<file path="src/rtl/inst_enc_pkg.sv">
// Shared types and opcode constants for the RV32I instruction encoder.
// Used by inst_encoder and its output FIFO.
package inst_enc_pkg;

  typedef enum logic [1:0] {
    I_ALU  = 2'd0,
    I_LOAD = 2'd1,
    S      = 2'd2,
    B      = 2'd3
  } fmt_e;

  localparam logic [6:0] OPC_I_ALU  = 7'b0010011;
  localparam logic [6:0] OPC_I_LOAD = 7'b0000011;
  localparam logic [6:0] OPC_S      = 7'b0100011;
  localparam logic [6:0] OPC_B      = 7'b1100011;

  typedef struct packed {
    logic [31:0] inst;
    logic        err;
  } entry_t;

endpackage

</file>
<file path="src/rtl/inst_enc_fifo.sv">
// Small synchronous FIFO with async active-low reset. in/out flags are registered
// or derived from registered occupancy only; the head word reads as 0 when empty.
module inst_enc_fifo #(
  parameter int DEPTH = 2,
  parameter int WIDTH = 32
) (
  input  logic             clk,
  input  logic             reset,
  input  logic             i_push,
  input  logic [WIDTH-1:0] i_data,
  output logic             o_not_full,
  input  logic             i_pop,
  output logic             o_not_empty,
  output logic [WIDTH-1:0] o_data
);

  localparam int AW = $clog2(DEPTH);

  logic [WIDTH-1:0] r_mem [DEPTH];
  logic [AW-1:0]    r_wr_ptr;
  logic [AW-1:0]    r_rd_ptr;
  logic [AW:0]      r_count;
  logic             r_not_full;
  logic             w_push;
  logic             w_pop;
  logic [AW:0]      w_count_next;

  assign w_push       = i_push && r_not_full;
  assign w_pop        = i_pop && (r_count != '0);
  assign w_count_next = r_count + {{AW{1'b0}}, w_push} - {{AW{1'b0}}, w_pop};

  // r_not_full stays low during reset so the first accept comes after release
  always_ff @(posedge clk or negedge reset) begin
    if (!reset) begin
      r_wr_ptr   <= '0;
      r_rd_ptr   <= '0;
      r_count    <= '0;
      r_not_full <= 1'b0;
    end else begin
      if (w_push) r_wr_ptr <= r_wr_ptr + AW'(1);
      if (w_pop)  r_rd_ptr <= r_rd_ptr + AW'(1);
      r_count    <= w_count_next;
      r_not_full <= (w_count_next != (AW + 1)'(DEPTH));
    end
  end

  always_ff @(posedge clk) begin
    if (w_push) r_mem[r_wr_ptr] <= i_data;
  end

  assign o_not_full  = r_not_full;
  assign o_not_empty = (r_count != '0);
  assign o_data      = (r_count != '0) ? r_mem[r_rd_ptr] : '0;

endmodule

</file>
<file path="src/rtl/inst_encoder.sv">
// Packs rd/rs1/rs2/funct3/immediate into RV32I I-ALU, I-load, S and B words.
// Define INST_ENCODER_RANGE_CHECK_EN to flag immediates that do not fit their field.
module inst_encoder
  import inst_enc_pkg::*;
#(
  parameter int DEPTH = 2,
  parameter int CNT_W = 16
) (
  input  logic             clk,
  input  logic             reset,
  input  logic             in_valid,
  output logic             in_ready,
  input  logic [1:0]       in_fmt,
  input  logic [4:0]       in_rd,
  input  logic [4:0]       in_rs1,
  input  logic [4:0]       in_rs2,
  input  logic [2:0]       in_funct3,
  input  logic [31:0]      in_imm,
  output logic             out_valid,
  input  logic             out_ready,
  output logic [31:0]      inst_code,
  output logic             out_err,
  output logic [CNT_W-1:0] enc_count
);

  logic [31:0]      w_inst;
  logic             w_accept;
  logic [CNT_W-1:0] r_enc_count;

  always_comb begin
    w_inst = '0;
    case (in_fmt)
      I_ALU:   w_inst = {in_imm[11:0], in_rs1, in_funct3, in_rd, OPC_I_ALU};
      I_LOAD:  w_inst = {in_imm[11:0], in_rs1, in_funct3, in_rd, OPC_I_LOAD};
      S:       w_inst = {in_imm[11:5], in_rs2, in_rs1, in_funct3, in_imm[4:0], OPC_S};
      B:       w_inst = {in_imm[12], in_imm[10:5], in_rs2, in_rs1, in_funct3,
                         in_imm[4:1], in_imm[11], OPC_B};
      default: w_inst = '0;
    endcase
  end

  assign w_accept = in_valid && in_ready;

  always_ff @(posedge clk or negedge reset) begin
    if (!reset) r_enc_count <= '0;
    else if (w_accept) r_enc_count <= r_enc_count + 1'b1;
  end

  assign enc_count = r_enc_count;

`ifdef INST_ENCODER_RANGE_CHECK_EN
  logic   w_err;
  entry_t w_wr_entry;
  entry_t w_head;

  // Representable iff all bits above the field's sign bit replicate it
  always_comb begin
    if (in_fmt == B)
      w_err = !((&in_imm[31:12]) || !(|in_imm[31:12])) || in_imm[0];
    else
      w_err = !((&in_imm[31:11]) || !(|in_imm[31:11]));
  end

  assign w_wr_entry = '{inst: w_inst, err: w_err};

  inst_enc_fifo #(.DEPTH(DEPTH), .WIDTH($bits(entry_t))) u_fifo (
    .clk         (clk),
    .reset       (reset),
    .i_push      (in_valid),
    .i_data      (w_wr_entry),
    .o_not_full  (in_ready),
    .i_pop       (out_ready),
    .o_not_empty (out_valid),
    .o_data      (w_head)
  );

  assign inst_code = w_head.inst;
  assign out_err   = w_head.err;
`else
  logic w_unused_imm;
  assign w_unused_imm = ^in_imm[31:13];

  inst_enc_fifo #(.DEPTH(DEPTH), .WIDTH(32)) u_fifo (
    .clk         (clk),
    .reset       (reset),
    .i_push      (in_valid),
    .i_data      (w_inst),
    .o_not_full  (in_ready),
    .i_pop       (out_ready),
    .o_not_empty (out_valid),
    .o_data      (inst_code)
  );

  assign out_err = 1'b0;
`endif

endmodule

</file>
<file path="config.mk">
export PLATFORM = sky130hd
export DESIGN_NAME = inst_encoder
export DESIGN_NICKNAME = d
export VERILOG_FILES = /design/src/rtl/inst_enc_pkg.sv /design/src/rtl/inst_enc_fifo.sv /design/src/rtl/inst_encoder.sv
export SDC_FILE = /design/constraint.sdc
export NUM_CORES = 1
export LEC_CHECK = 0
export ABC_AREA = 1
export BUFFER_PORTS_ARGS = -buffer_cell sky130_fd_sc_hd__buf_2
export CORE_ASPECT_RATIO = 1.75
export CORE_MARGIN = 5
export CORE_UTILIZATION = 45
export DETAILED_ROUTE_END_ITERATION = 10
export GPL_TIMING_DRIVEN = 0
export PLACE_DENSITY = 0.82
export SLEW_MARGIN = 20
export SYNTH_ARGS = -nofsm -noshare
export SYNTH_HDL_FRONTEND = slang
export SYNTH_SLANG_ARGS = --single-unit
</file>
<file path="constraint.sdc">
create_clock -name clk -period 1.9 [get_ports clk]
set_input_delay 0.19 -clock clk [delete_from_list [all_inputs] [get_ports clk]]
set_output_delay 0.19 -clock clk [all_outputs]
set_load 0.03 [all_outputs]
</file>
== After elaboration in Yosys (flattened, before gate mapping) ==
Memory sizes are Yosys's and may differ from the RTL's.
Index checks and enable logic that the tools add are counted.
Operators by class
  $add $sub $neg: 5
  $mul: 0
  div/mod/pow operators: 0
  $lt $le $gt $ge: 0
  equality and inequality tests: 4
  shifts and indexed selects: 0
  multiplexer cells: 4
  bitwise operators: 0
  reductions and logical operators: 4
Operator list (number)
  32-bit one-hot mux with 4 select lines: 1
  32-bit 2-to-1 mux: 1
  16-bit by 1-bit adder with 16-bit output, second input constant: 1
  2-bit equality test, second input constant: 2
  1-bit adder, second input constant: 2
  2-bit by 1-bit adder with 2-bit output: 1
  2-bit by 1-bit equality test with 1-bit output, second input constant: 1
  1-bit logical AND: 2
  2-bit zero test: 1
  1-bit 2-to-1 mux: 2
  2-bit != test, second input constant: 1
  2-bit nonzero test: 1
  2-bit by 1-bit subtractor with 2-bit output: 1
Storage, ports and cells
  flip-flop bits (word level): 21
  latch bits: 0
  memory bits (writable): 64
  memory bits (read-only): 0
  input port bits: 56
  output and inout bits: 51
  logic and storage cells: 23
  memories: 1
Memory list
  u_fifo.r_mem: depth 2, width 32, read ports 1, clocked after memory_dff 0, write ports 1, RTL line inst_enc_fifo.sv:19  | logic [WIDTH-1:0] r_mem [DEPTH];

== Longest topological paths before layout ==
  depth after elaboration: 4
  depth in mapped cells: 8
  depth with buffers taken out: 8

== By module ==
Synthesis repeated with hierarchy kept, for this count alone.
Unflattened totals
  cell total of the unflattened synthesis: 351
  area total of the unflattened synthesis: 3746.1 µm²
By module, submodules not included
  inst_enc_fifo: times used 1, cells an instance 203, area each 2722.6 µm², seq. area each 2047.0 µm²
  inst_encoder: times used 1, cells an instance 148, area each 1023.5 µm², seq. area each 400.4 µm²

== Worst setup path before layout ==
OpenSTA, ideal clock, no wires.
  path kind: register to register
  start: register u_fifo.r_not_full, in the netlist u_fifo.o_not_full
  end: memory u_fifo.r_mem[0][10], enable pin
  library setup time: 0.413 ns
  arrival time: 1.944 ns
  required time: 1.487 ns
  setup slack: -0.457 ns
  stages on the path, launching flop included: 3
  path buffers: 0
  clock period less this slack: 2.357 ns
  cells stage by stage: dfrtp_1 -> nand2_2 -> nor2_1
On the way
  word-level cells in the longest chain between the ends: 3
Ends and longest elaborated chain
  start: declaration: RTL line inst_enc_fifo.sv:23  | logic r_not_full;
  start signal: assignment: RTL line inst_enc_fifo.sv:43  | r_not_full <= (w_count_next != (AW + 1)'(DEPTH));
  1-bit logical AND: RTL line inst_enc_fifo.sv:28  | assign w_push = i_push && r_not_full;
  1-bit 2-to-1 mux: RTL line inst_enc_fifo.sv:48  | if (w_push) r_mem[r_wr_ptr] <= i_data;
  1-bit 2-to-1 mux (implied by the code): RTL line inst_enc_fifo.sv:48
  end: declaration: RTL line inst_enc_fifo.sv:19
Every way passes these cells.

== Worst setup path after layout ==
  start: register u_fifo.r_count[1]
  end: output inst_code[1]
On the way
  word-level cells in the longest chain between the ends: 2
Ends and longest elaborated chain
  start: declaration: RTL line inst_enc_fifo.sv:22  | logic [AW:0] r_count;
  start signal: assignment: RTL line inst_enc_fifo.sv:42  | r_count <= w_count_next;
  2-bit nonzero test: RTL line inst_enc_fifo.sv:53  | assign o_data = (r_count != '0) ? r_mem[r_rd_ptr] : '0;
  32-bit 2-to-1 mux: RTL line inst_enc_fifo.sv:53
  end: declaration: RTL line inst_encoder.sv:21  | output logic [31:0] inst_code,
Every way passes these cells.

==> out/results.tsv <==
metric	value	unit
grt_pass1_vias	2496	
hold_start	in_imm[5]	
switchingPower	2.89	mW
synth_edf_count	56	
path_max_fanout	10	
layout-area-overhead-vs-synth	27.6	%
hold_class	in -> reg	
firstDrtPassIters	4	
rsz0062_at_grt	no	
finClkSkew	0.00449	ns
ys_types	26	
final_cell_mix	nand2_1 (120), buf_2 (88), edfxtp_1 (56)	
port_buffers	84	
status	completed	
endpoint_kind	output pin	
seq_power_share	0.340	
cap_violations	0	
max_freq	552	MHz
cts_buffers	9	
synth.top_cell.area_share	0.501	
critical_path_class	reg -> out	
start_util	0.464	
die_area	9360	um^2
yosysWarnings	0	
via_per_inst	4.92	
clock_power_share	0.245	
finalHoldViolations	0	
regArea	2210	um^2
wire_per_inst	14.2	um
fin_nets	479	
core	7230	um^2
synthFlopType	edfxtp_1	
period_needed	1.81	ns
fill_cells	592	
cts_tree	yes	
crit_start	u_fifo.r_count[1]$_DFF_PN0_	
cp.arrival	1.62	ns
gr-total-overflow	0	
first_iter_violations	168	
grt_first_pass_wirelength	11400	um
grt_start_max_net_pins	26	
layout_commonest_cell	nand2_1	
ys_seq_area_frac	0.657	
multi_input_area	995	um^2
clkTransAtPathRegs	0.06	ns
gp_congestion	0.769	
antenna_left	0	
vias	2518	
switching_share	0.404	
synthesis.area	3360	um^2
syn_inst	320	
wl	7300	um
rows	41	
startpoint_type	register	
internal_power	4.26	mW
avgSynthCellArea	10.5	um^2
slew_violations	0	
power_density	1670	nW/um^2
instances_no_fill	512	
cts_max_level	3	
ys_async_sr_fraction	0.273	
layout-drive-gt1-share	0.299	
irDropWorstVdd	0.597	mV
place.detailed.hpwl	5340	um
place_inst	494	
postCtsSetupRepairBufs	0	
die_x	75.3	um
pin_count	107	
clkSinkCount	77	
comb_power_share	0.416	
utilization	0.592	
grt_antenna_before_repair	0	
setup_viol	0	
rr_startpoint	u_fifo.r_count[1]$_DFF_PN0_	
ys_seq_elements	77	
clock-root-buffer	clkbuf_16	
drc_errors	0	
grt_usage	0.159	
synth.largest_area_cell	edfxtp_1	
synth_area_leaders	edfxtp_1 (50%), dfrtp_1 (16%), nand2_1 (13%), a21oi_1 (4.3%), inv_1 (2.1%)	
required	1.71	ns
clock_latency	0.33	ns
p_leak	1.91	nW
period_share	0.953	
p_total	7.15	mW
cts_buffer_depth	2	
die_h	124	um
path summary, 6_finish.rpt:
path | endpoint | slack [ns] | cells after the start
max in group asynchronous | enc_count[8]$_DFFE_PN0P_ | 1.22 | 2
hold / removal | u_fifo.r_mem[0][25]$_DFFE_PP_ | 0.05 | 1
min in group asynchronous | enc_count[15]$_DFFE_PN0P_ | 0.35 | 2
setup / recovery | inst_code[1] | 0.09 | 6
hold reg to reg | enc_count[4]$_DFFE_PN0P_ | 0.53 | 1
setup reg to reg | u_fifo.o_not_full$_DFF_PN0_ | 0.36 | 7
through the flow:
step	worst slack [ns]	hold slack, ns	instance area [um^2]	TNS (ns)
after global placement	-0.826	0.173	3890	-46.13
after global routing	0.00910	0.0405	4280	0
final	0.0891	0.0517	4290	0
after floorplan	-0.457	-0.106	3370	-25.62
after CTS	0.00330	0.0391	4270	0
after detailed placement	0.328	0.173	3950	0
layer usage:
layer	global-route usage	part of all wire
met5	0	0
met2	0.285	0.55
met1	0.164	0.35
met3	0.0485	0.082
met4	0.0597	0.018
sequential cells by signal, summed over array words and instances (netlist names):
signal / count
u_fifo.r_count: 2
u_fifo.r_mem: 56
u_fifo.r_wr_ptr: 1
enc_count: 16
u_fifo.r_rd_ptr: 1
u_fifo.o_not_full: 1
kinds of logic after synthesis:
group                    after synthesis  share of synthesized area
AND/OR/NAND/NOR                      151                      0.189
flip-flops                            77                      0.657
buffers and inverters                 39                     0.0555
AO/OA/AOI/OAI                         38                     0.0574
XOR/XNOR                              11                     0.0287
adder cells (fa/ha/maj)                3                     0.0112
other                                  1                    0.00112
synth_stat cells (2+ instances only):
cell type,number
nand2_1,120
edfxtp_1,56
a21oi_1,29
dfrtp_1,21
inv_1,19
nor2_1,17
buf_4,8
xnor2_1,7
buf_2,6
o21ai_0,5
xor2_1,4
ha_1,3
nand2_2,3
nand3b_1,3
nor2_4,3
o21ai_1,3
clkbuf_1,2
clkinv_1,2
nor2_2,2
cell type report:
type                    count  area share
flip-flops and latches     77       0.515
multi-input cells         206       0.232
repair buffers             87       0.110
clock buffers              11      0.0543
well taps                  86      0.0251
plain buffers              16      0.0248
inverters                  23      0.0207
clock inverters             5      0.0175
diodes                      1    0.000584
power by group through the flow:
stage,Combinational (mW),Sequential (mW),Clock (mW)
floorplan,1.92,2.56,0
global placement,2.83,2.44,0
detailed placement,2.97,2.45,0
CTS,2.99,2.42,1.78
global route,3.20,2.46,1.86
finish,2.97,2.43,1.75
what timing repair did:
action                                 CTS  global route
endpoints found under the hold margin   21             0
gates resized for setup                  1             4
hold buffers                             1             0
setup endpoints to repair                2             4
worst max-delay path, cell delays in order, from the launching register on:
cell and delay [ns]:
dfrtp_1 0.42, nor2_4 0.16, buf_6 0.16, buf_4 0.18, inv_1 0.08, buf_4 0.13
buf_2 0.16
Power figures use the tool's default switching activity.
